<file path="src/rtl/gshare_predictor_nb_pkg.sv">
// Shared constants for the gshare/bimodal branch direction predictor.
package gshare_predictor_nb_pkg;

   localparam int unsigned MODE_BIMODAL = 0;
   localparam int unsigned MODE_GSHARE  = 1;

endpackage

</file>
<file path="src/rtl/gshare_predictor_nb_sat_cnt.sv">
// Saturating up/down counter next-state function used on the training path.
module bp_sat_cnt
   import gshare_predictor_nb_pkg::*;
#(
   parameter int unsigned CNT_WIDTH = 2
) (
   input  logic [CNT_WIDTH-1:0] cnt,
   input  logic                 taken,
   output logic [CNT_WIDTH-1:0] cnt_next
);

   always_comb begin
      cnt_next = cnt;
      if (taken) begin
         if (cnt != '1) cnt_next = cnt + 1'b1;
      end else begin
         if (cnt != '0) cnt_next = cnt - 1'b1;
      end
   end

endmodule

</file>
<file path="src/rtl/gshare_predictor_nb.sv">
// Branch direction predictor: saturating-counter table indexed by PC, optionally
// XOR-ed with a speculative global history that is repaired on mispredict.
module gshare_predictor_nb
   import gshare_predictor_nb_pkg::*;
#(
   parameter int unsigned ENTRY_NUM = 256,
   parameter int unsigned CNT_WIDTH = 2,
   parameter int unsigned GHR_WIDTH = 8,
   parameter int unsigned MODE      = 1,
   parameter int unsigned PC_LSB    = 2
) (
   input  logic                 cpu_clk,
   input  logic                 cpu_rstn,
   input  logic                 pred_req,
   input  logic [31:0]          pred_pc,
   output logic                 pred_valid,
   output logic                 pred_taken,
   output logic [CNT_WIDTH-1:0] pred_cnt,
   output logic [GHR_WIDTH-1:0] pred_ghr,
   input  logic                 upd_valid,
   input  logic [31:0]          upd_pc,
   input  logic [GHR_WIDTH-1:0] upd_ghr,
   input  logic                 upd_taken,
   input  logic                 upd_mispredict
);

   localparam int unsigned AW = $clog2(ENTRY_NUM);
   localparam logic [CNT_WIDTH-1:0] CNT_INIT = CNT_WIDTH'((1 << (CNT_WIDTH - 1)) - 1);

   logic [CNT_WIDTH-1:0] cnt_tbl [ENTRY_NUM];
   logic [GHR_WIDTH-1:0] ghr;
   logic [GHR_WIDTH-1:0] spec_ghr;
   logic [GHR_WIDTH-1:0] rep_ghr;
   logic [AW-1:0]        lk_hist;
   logic [AW-1:0]        upd_hist;
   logic [AW-1:0]        lk_idx;
   logic [AW-1:0]        upd_idx;
   logic [CNT_WIDTH-1:0] upd_cnt;
   logic [CNT_WIDTH-1:0] cnt_next;
   logic [CNT_WIDTH-1:0] rd_cnt;
   logic                 unused_bits;

   // PC bits outside the index window (and history in bimodal mode) are intentionally dropped.
   assign unused_bits = ^{pred_pc, upd_pc, upd_ghr};

   assign lk_hist  = (MODE == MODE_GSHARE) ? AW'(ghr)     : '0;
   assign upd_hist = (MODE == MODE_GSHARE) ? AW'(upd_ghr) : '0;
   assign lk_idx   = pred_pc[PC_LSB +: AW] ^ lk_hist;
   assign upd_idx  = upd_pc[PC_LSB +: AW] ^ upd_hist;
   assign upd_cnt  = cnt_tbl[upd_idx];

   bp_sat_cnt #(
      .CNT_WIDTH (CNT_WIDTH)
   ) u_sat_cnt (
      .cnt      (upd_cnt),
      .taken    (upd_taken),
      .cnt_next (cnt_next)
   );

   // Write-first: a lookup colliding with this cycle's update sees the trained value.
   always_comb begin
      rd_cnt = cnt_tbl[lk_idx];
      if (upd_valid && (upd_idx == lk_idx)) rd_cnt = cnt_next;
   end

   generate
      if (GHR_WIDTH == 1) begin : g_ghr_one
         assign spec_ghr = pred_taken;
         assign rep_ghr  = upd_taken;
      end else begin : g_ghr_shift
         assign spec_ghr = {ghr[GHR_WIDTH-2:0], pred_taken};
         assign rep_ghr  = {upd_ghr[GHR_WIDTH-2:0], upd_taken};
      end
   endgenerate

   always_ff @(posedge cpu_clk or negedge cpu_rstn) begin
      if (!cpu_rstn) begin
         for (int unsigned i = 0; i < ENTRY_NUM; i++) cnt_tbl[i] <= CNT_INIT;
      end else if (upd_valid) begin
         cnt_tbl[upd_idx] <= cnt_next;
      end
   end

   always_ff @(posedge cpu_clk or negedge cpu_rstn) begin
      if (!cpu_rstn) begin
         ghr <= '0;
      end else if (upd_valid && upd_mispredict) begin
         ghr <= rep_ghr;
      end else if (pred_valid) begin
         ghr <= spec_ghr;
      end
   end

   always_ff @(posedge cpu_clk or negedge cpu_rstn) begin
      if (!cpu_rstn) begin
         pred_valid <= 1'b0;
         pred_taken <= 1'b0;
         pred_cnt   <= '0;
         pred_ghr   <= '0;
      end else begin
         pred_valid <= pred_req;
         if (pred_req) begin
            pred_cnt   <= rd_cnt;
            pred_taken <= rd_cnt[CNT_WIDTH-1];
            pred_ghr   <= ghr;
         end
      end
   end

endmodule

</file>
<file path="config.mk">
export PLATFORM = sky130hd
export DESIGN_NAME = gshare_predictor_nb
export DESIGN_NICKNAME = d
export VERILOG_FILES = /design/src/rtl/gshare_predictor_nb_pkg.sv /design/src/rtl/gshare_predictor_nb_sat_cnt.sv /design/src/rtl/gshare_predictor_nb.sv
export SDC_FILE = /design/constraint.sdc
export NUM_CORES = 2
export LEC_CHECK = 0
export BUFFER_PORTS_ARGS = -buffer_cell sky130_fd_sc_hd__buf_2
export CAP_MARGIN = 40
export CORE_ASPECT_RATIO = 0.75
export CORE_UTILIZATION = 35
export DETAILED_ROUTE_END_ITERATION = 12
export REMOVE_ABC_BUFFERS = 1
export SLEW_MARGIN = 20
export SYNTH_ARGS = -nofsm -noshare
export SYNTH_HDL_FRONTEND = slang
export SYNTH_SLANG_ARGS = --single-unit
</file>
<file path="constraint.sdc">
create_clock -name cpu_clk -period 3.1 [get_ports cpu_clk]
set_clock_uncertainty 0.1 [all_clocks]
set_input_delay 0.31 -clock cpu_clk [delete_from_list [all_inputs] [get_ports cpu_clk]]
set_output_delay 0.31 -clock cpu_clk [all_outputs]
set_load 0.03 [all_outputs]
</file>
Yosys cells after proc, flatten, opt, wreduce, memory -nomap -nowiden
Index checks and enable logic that the tools add are counted.

word-level totals
  latch bits = 0
  output and inout port bits = 12
  memories kept = 0
  bits in writable memories = 0
  input port bits = 78
  logic and storage cells = 292
  register bits = 532
  bits in read-only memories = 0

operators by class
  eq/ne operators = 2
  bitwise logic cells = 4
  shifts and indexed selects = 0
  add/subtract/negate cells = 2
  reductions and logical operators = 5
  div/mod/pow operators = 0
  $mul = 0
  mux-type cells = 15
  order comparisons = 3

operator list
  kind                                                                           count
  512-bit bitwise mux                                                            1
  2-bit binary-select mux with 8-bit select                                      2
  9-bit >= comparator (second input constant)                                    2
  2-bit 2-to-1 mux                                                               9
  8-bit NOT with 9-bit output                                                    2
  2-bit demux with 8-bit select                                                  1
  8-bit 2-to-1 mux                                                               2
  8-bit bitwise XOR                                                              2
  9-bit by 1-bit less-than comparator with 1-bit output (second input constant)  1
  8-bit == test                                                                  1
  2-bit nonzero test                                                             2
  1-bit logical AND                                                              3
  2-bit by 1-bit adder with 2-bit output (second input constant)                 1
  2-bit != test (second input constant)                                          1
  2-bit by 1-bit subtractor with 2-bit output (second input constant)            1

Longest topological paths before layout
  word-level depth = 9
  gate-level depth with buffers = 14
  depth with buffers taken out = 10

Cells and area by module
From an unflattened synthesis, not the netlist that was laid out.

unflattened totals
  cells, all modules = 2,288
  area, all modules = 29,698.5 sq um

modules (own cells, without submodules)
  module               sequential area each (sq um)  times used  cells each  area each (sq um)
  gshare_predictor_nb  13,608.1                      1           2,285       29,672.2
  bp_sat_cnt           0.0                           1           3           26.3

Worst setup path after synthesis
No wires, ideal clock.

  path type = input to register
  start point = input upd_pc[2]
  end point = register cnt_tbl[417] (netlist bit)
  stages = 13
  required time = 2,875 ps
  setup time = 125 ps
  slack = -263 ps
  arrival time = 3,138 ps
  buffers on the path = 3
  cells stage by stage = xor2_4 -> buf_8 -> mux4_2 -> a22oi_1 -> a21oi_1 -> a41oi_1 -> o211ai_1 -> nor4b_2 -> nand2_1 -> maj3_2 -> buf_6 -> buf_6 -> mux2_2

on the way
  cells in the longest elaborated chain, start to end = 9
  elaborated cells between the ends (all ways) = 18
  those cells by class = add/sub (2); order compare (2); eq/ne (1); mux (9); bitwise (2); reduce/logical (2)

RTL lines
  element                                                                    RTL line                                                              RTL
  from (decl)                                                                gshare_predictor_nb.sv:21                                             input logic [31:0] upd_pc,
  8-bit bitwise XOR *                                                        gshare_predictor_nb.sv:49                                             assign upd_idx = upd_pc[PC_LSB +: AW] ^ upd_hist;
  8-bit NOT with 9-bit output (not written as such) *                        gshare_predictor_nb.sv:50, gshare_predictor_nb.sv:80
  2-bit binary-select mux with 8-bit select                                  gshare_predictor_nb.sv:50                                             assign upd_cnt = cnt_tbl[upd_idx];
  2-bit 2-to-1 mux (not written as such) (2 in series)                       gshare_predictor_nb.sv:50
  2-bit by 1-bit subtractor with 2-bit output, or another cell as far along  gshare_predictor_nb_sat_cnt.sv:17                                     if (cnt != '0) cnt_next = cnt - 1'b1;
  2-bit 2-to-1 mux (on tied branches)                                        gshare_predictor_nb_sat_cnt.sv:17, gshare_predictor_nb_sat_cnt.sv:15
  2-bit 2-to-1 mux                                                           gshare_predictor_nb_sat_cnt.sv:14                                     if (taken) begin
  512-bit bitwise mux *                                                      gshare_predictor_nb.sv:80                                             cnt_tbl[upd_idx] <= cnt_next;
  to (signal, indexed assignment)                                            gshare_predictor_nb.sv:80
  to (decl)                                                                  gshare_predictor_nb.sv:30                                             logic [CNT_WIDTH-1:0] cnt_tbl [ENTRY_NUM];

Mark *: on every way between the ends. The rest lies on a longest branch, timed or not. The select of a mux whose other input is x is not followed.
A chain may end at the register's enable or synchronous reset.

Worst setup path after layout
  start point = input upd_pc[2]
  end point = register cnt_tbl[265] (netlist bit)

Same word-level chain as after synthesis.

==> flow_metrics.tcl <==
set metrics [dict create \
    ys_seq_area_share_pct 45.23 \
    yosys_warnings 0 \
    layout_commonest_cell "mux2_2" \
    wl_per_cell_um 29.10 \
    drv_slew 0 \
    grt_pass1_vias 23580 \
    crit_type "in -> reg" \
    worst_slack_ns -0.3686 \
    htree_levels 2 \
    start_util_pct 35.56 \
    cts_tree "built" \
    dpl.hpwl_um 69740 \
    hold_class "in -> reg" \
    rrSetupSlack_ns -0.30 \
    root_buffer "clkbuf_16" \
    ctsLongestPathBuffers 3 \
    p_leak_nw 16.61 \
    drc_errors 0 \
    ir_drop_uv 401.3 \
    fin_tns_setup_ns -145.50 \
    clkTransAtPathRegs_ns 0.07 \
    r2r_cells 11 \
    dpl_cell_area_um2 34330 \
    fin_crit_sh_pct 111.9 \
    critical_path_arrival_ns 3.89 \
    synth_area_leaders "dfrtp_1, dfstp_2, mux2_2, mux4_2, mux2i_1" \
    antenna_found_initial 2 \
    port_buffers 41 \
    status "finished with violations" \
    synthDistinctLibCells 48 \
    area_growth_pct 31.82 \
    end_kind "register" \
    avgSynthCellArea_um2 13.14 \
    async_reset_ff_share_pct 100.0 \
    synth_top_area_cell "dfrtp_1" \
    drv_cap 0 \
    ys.flop_type "dfrtp_1" \
    drtIter0Drc 2333 \
    grtUsageTotal_pct 24.60 \
    slew_headroom_pct 42.71 \
    synth_top_area_share_pct 22.87 \
    setup_violations 514 \
    fin_crit_ns 3.469 \
    antenna_left 0 \
    worst_slew_pin_slew_ns 0.8594 \
    report.final.hold_viol_count 0 \
    grt-ovfl-total 0 \
    die_area_um2 87150 \
    cp-start-kind "input pin" \
    clock_latency_ns 0.64 \
    core_um2 84610 \
    routabilityCongestion 0.9205 \
    cts_sinks 531 \
    cp-startpoint "upd_pc[2]" \
    avgViaCountPerCell 5.988 \
    mostFrequentLayoutCells "mux2_2, buf_4, nor2_1, dfrtp_1, dfstp_2" \
    syn_inst 2289 \
    place_ws_ns -1.220 \
    cts_buffers 54 \
    via_count 23090 \
    synth_edf_count 0 \
    ios 90 \
    die_h_um 255.9 \
    layout-drive-gt1-share_pct 59.83 \
    violations "setup timing" \
    dr.pass1.iters 5 \
    die_w_um 340.6 \
    crit_end "cnt_tbl[265]" \
    r2r_end "cnt_tbl[265]" \
    cp.required_ns 3.52 \
    nNetsFinal 2759 \
    cp_max_fo 34 \
    design_area_um2 39660 \
    row_count 92 \
    grt_pass1_wl_um 160800 \
    rsz0062_at_grt "true" \
    synth_area_um2 30090 \
    fmax_ghz 0.2883 \
    rr_startpoint "cnt_tbl[268]" \
    ys_ff_latch 531 \
    power_density_nw_per_um2 528.7 \
    power.total_mw 20.97 \
    grt_max_degree 88 \
    wl_um 112200 \
]
-- cells by family after synthesis --
kind of cell / share of synthesized area (%)
buffers and inverters: 3.676
flip-flops: 45.23
AO/OA/AOI/OAI: 3.672
AND/OR/NAND/NOR: 6.271
multiplexers: 39.95
adder cells (fa/ha/maj): 0.07485
XOR/XNOR: 1.127
-- cell usage after synthesis (3+ instances only) --
master	n
nand4_1	8
o21ai_0	14
mux4_2	174
buf_4	16
nor2_1	279
clkbuf_1	65
o22ai_1	112
nor3_1	6
xor2_1	13
buf_6	34
o211ai_1	3
nor4_1	28
a211oi_1	9
buf_2	62
dfrtp_1	275
and2_1	11
mux2i_1	218
a21oi_1	13
a22oi_1	6
a31oi_1	9
mux2_2	521
nand2_1	85
nand3_2	3
xnor2_1	17
buf_1	3
nand3_1	18
and3_1	4
dfstp_2	256
-- power breakdown --
part	internal, mW	switching (mW)	leakage, nW	total, mW
clock	3.99	2.99	0.900	6.98
sequential	7.50	0.347	6.44	7.85
combinational	3.05	3.09	9.27	6.14
-- state kept, by name, summed over array words and instances (netlist names) --
name and cells:
cnt_tbl 512, ghr 8, pred_cnt 1, pred_ghr 8, pred_taken 1, pred_valid 1
-- through the flow --
step / hold slack [ns] / instances / util [%]
after CTS: 0.1571 / 3816 / 45.12
final: 0.1758 / 3856 / 46.88
after detailed placement: 0.3245 / 3629 / 40.57
after global routing: 0.1956 / 3854 / 46.87
after floorplan: -0.08559 / 2107 / -
after global placement: 0.3089 / 3629 / 40.57
-- worst max-delay path: stages --
cell and delay, ns:
buf_8 0.11, xor2_4 0.17, buf_12 0.16, buf_12 0.16
buf_16 0.16, buf_12 0.11, buf_12 0.13, mux2i_1 0.20
o22ai_1 0.14, nor4_2 0.35, buf_4 0.21, o22ai_1 0.10
o21ai_1 0.19, and2_4 0.17, nand2_1 0.06, maj3_4 0.41
buf_12 0.21, buf_16 0.21, mux2_2 0.29
-- per-layer routing --
metal,part of all wire (%),global-route usage (%),wire (um)
met1,43,35.93,48040
met2,43,35.69,48400
met3,11,6.581,12290
met4,3.1,6.652,3474
met5,0,0,0
-- final cells by class --
type / count / area [um^2]
Multi-Input combinational cell: 1574 / 16700
Fill cell: 7300 / 44950
Clock buffer: 86 / 1623
Clock inverter: 15 / 207.7
Timing Repair Buffer: 518 / 6095
Inverter: 2 / 7.507
Sequential cell: 531 / 13610
Tap cell: 1128 / 1411
Antenna cell: 2 / 5.005
-- timing repair --
action	4_1_cts	5_1_grt
cloned	23	27
pin swaps	31	29
resized for setup	185	181
endpoints found under the setup margin	514	514
hold endpoints to repair	48	0
hold buffers	10	0
buffers inserted	53	14
-- worst min path at each step --
stage                   startpoint      endpoint  slack [ns]  cells after the start
floorplan                 cpu_rstn  cnt_tbl[101]       -0.09                      0
detailed placement        cpu_rstn  cnt_tbl[447]        0.32                      1
CTS                 upd_mispredict        ghr[4]        0.16                      4
finish              upd_mispredict        ghr[7]        0.18                      4
global route        upd_mispredict        ghr[2]        0.20                      4
global placement          cpu_rstn  cnt_tbl[447]        0.31                      1
No activity file was read; power rests on OpenSTA's default activity.
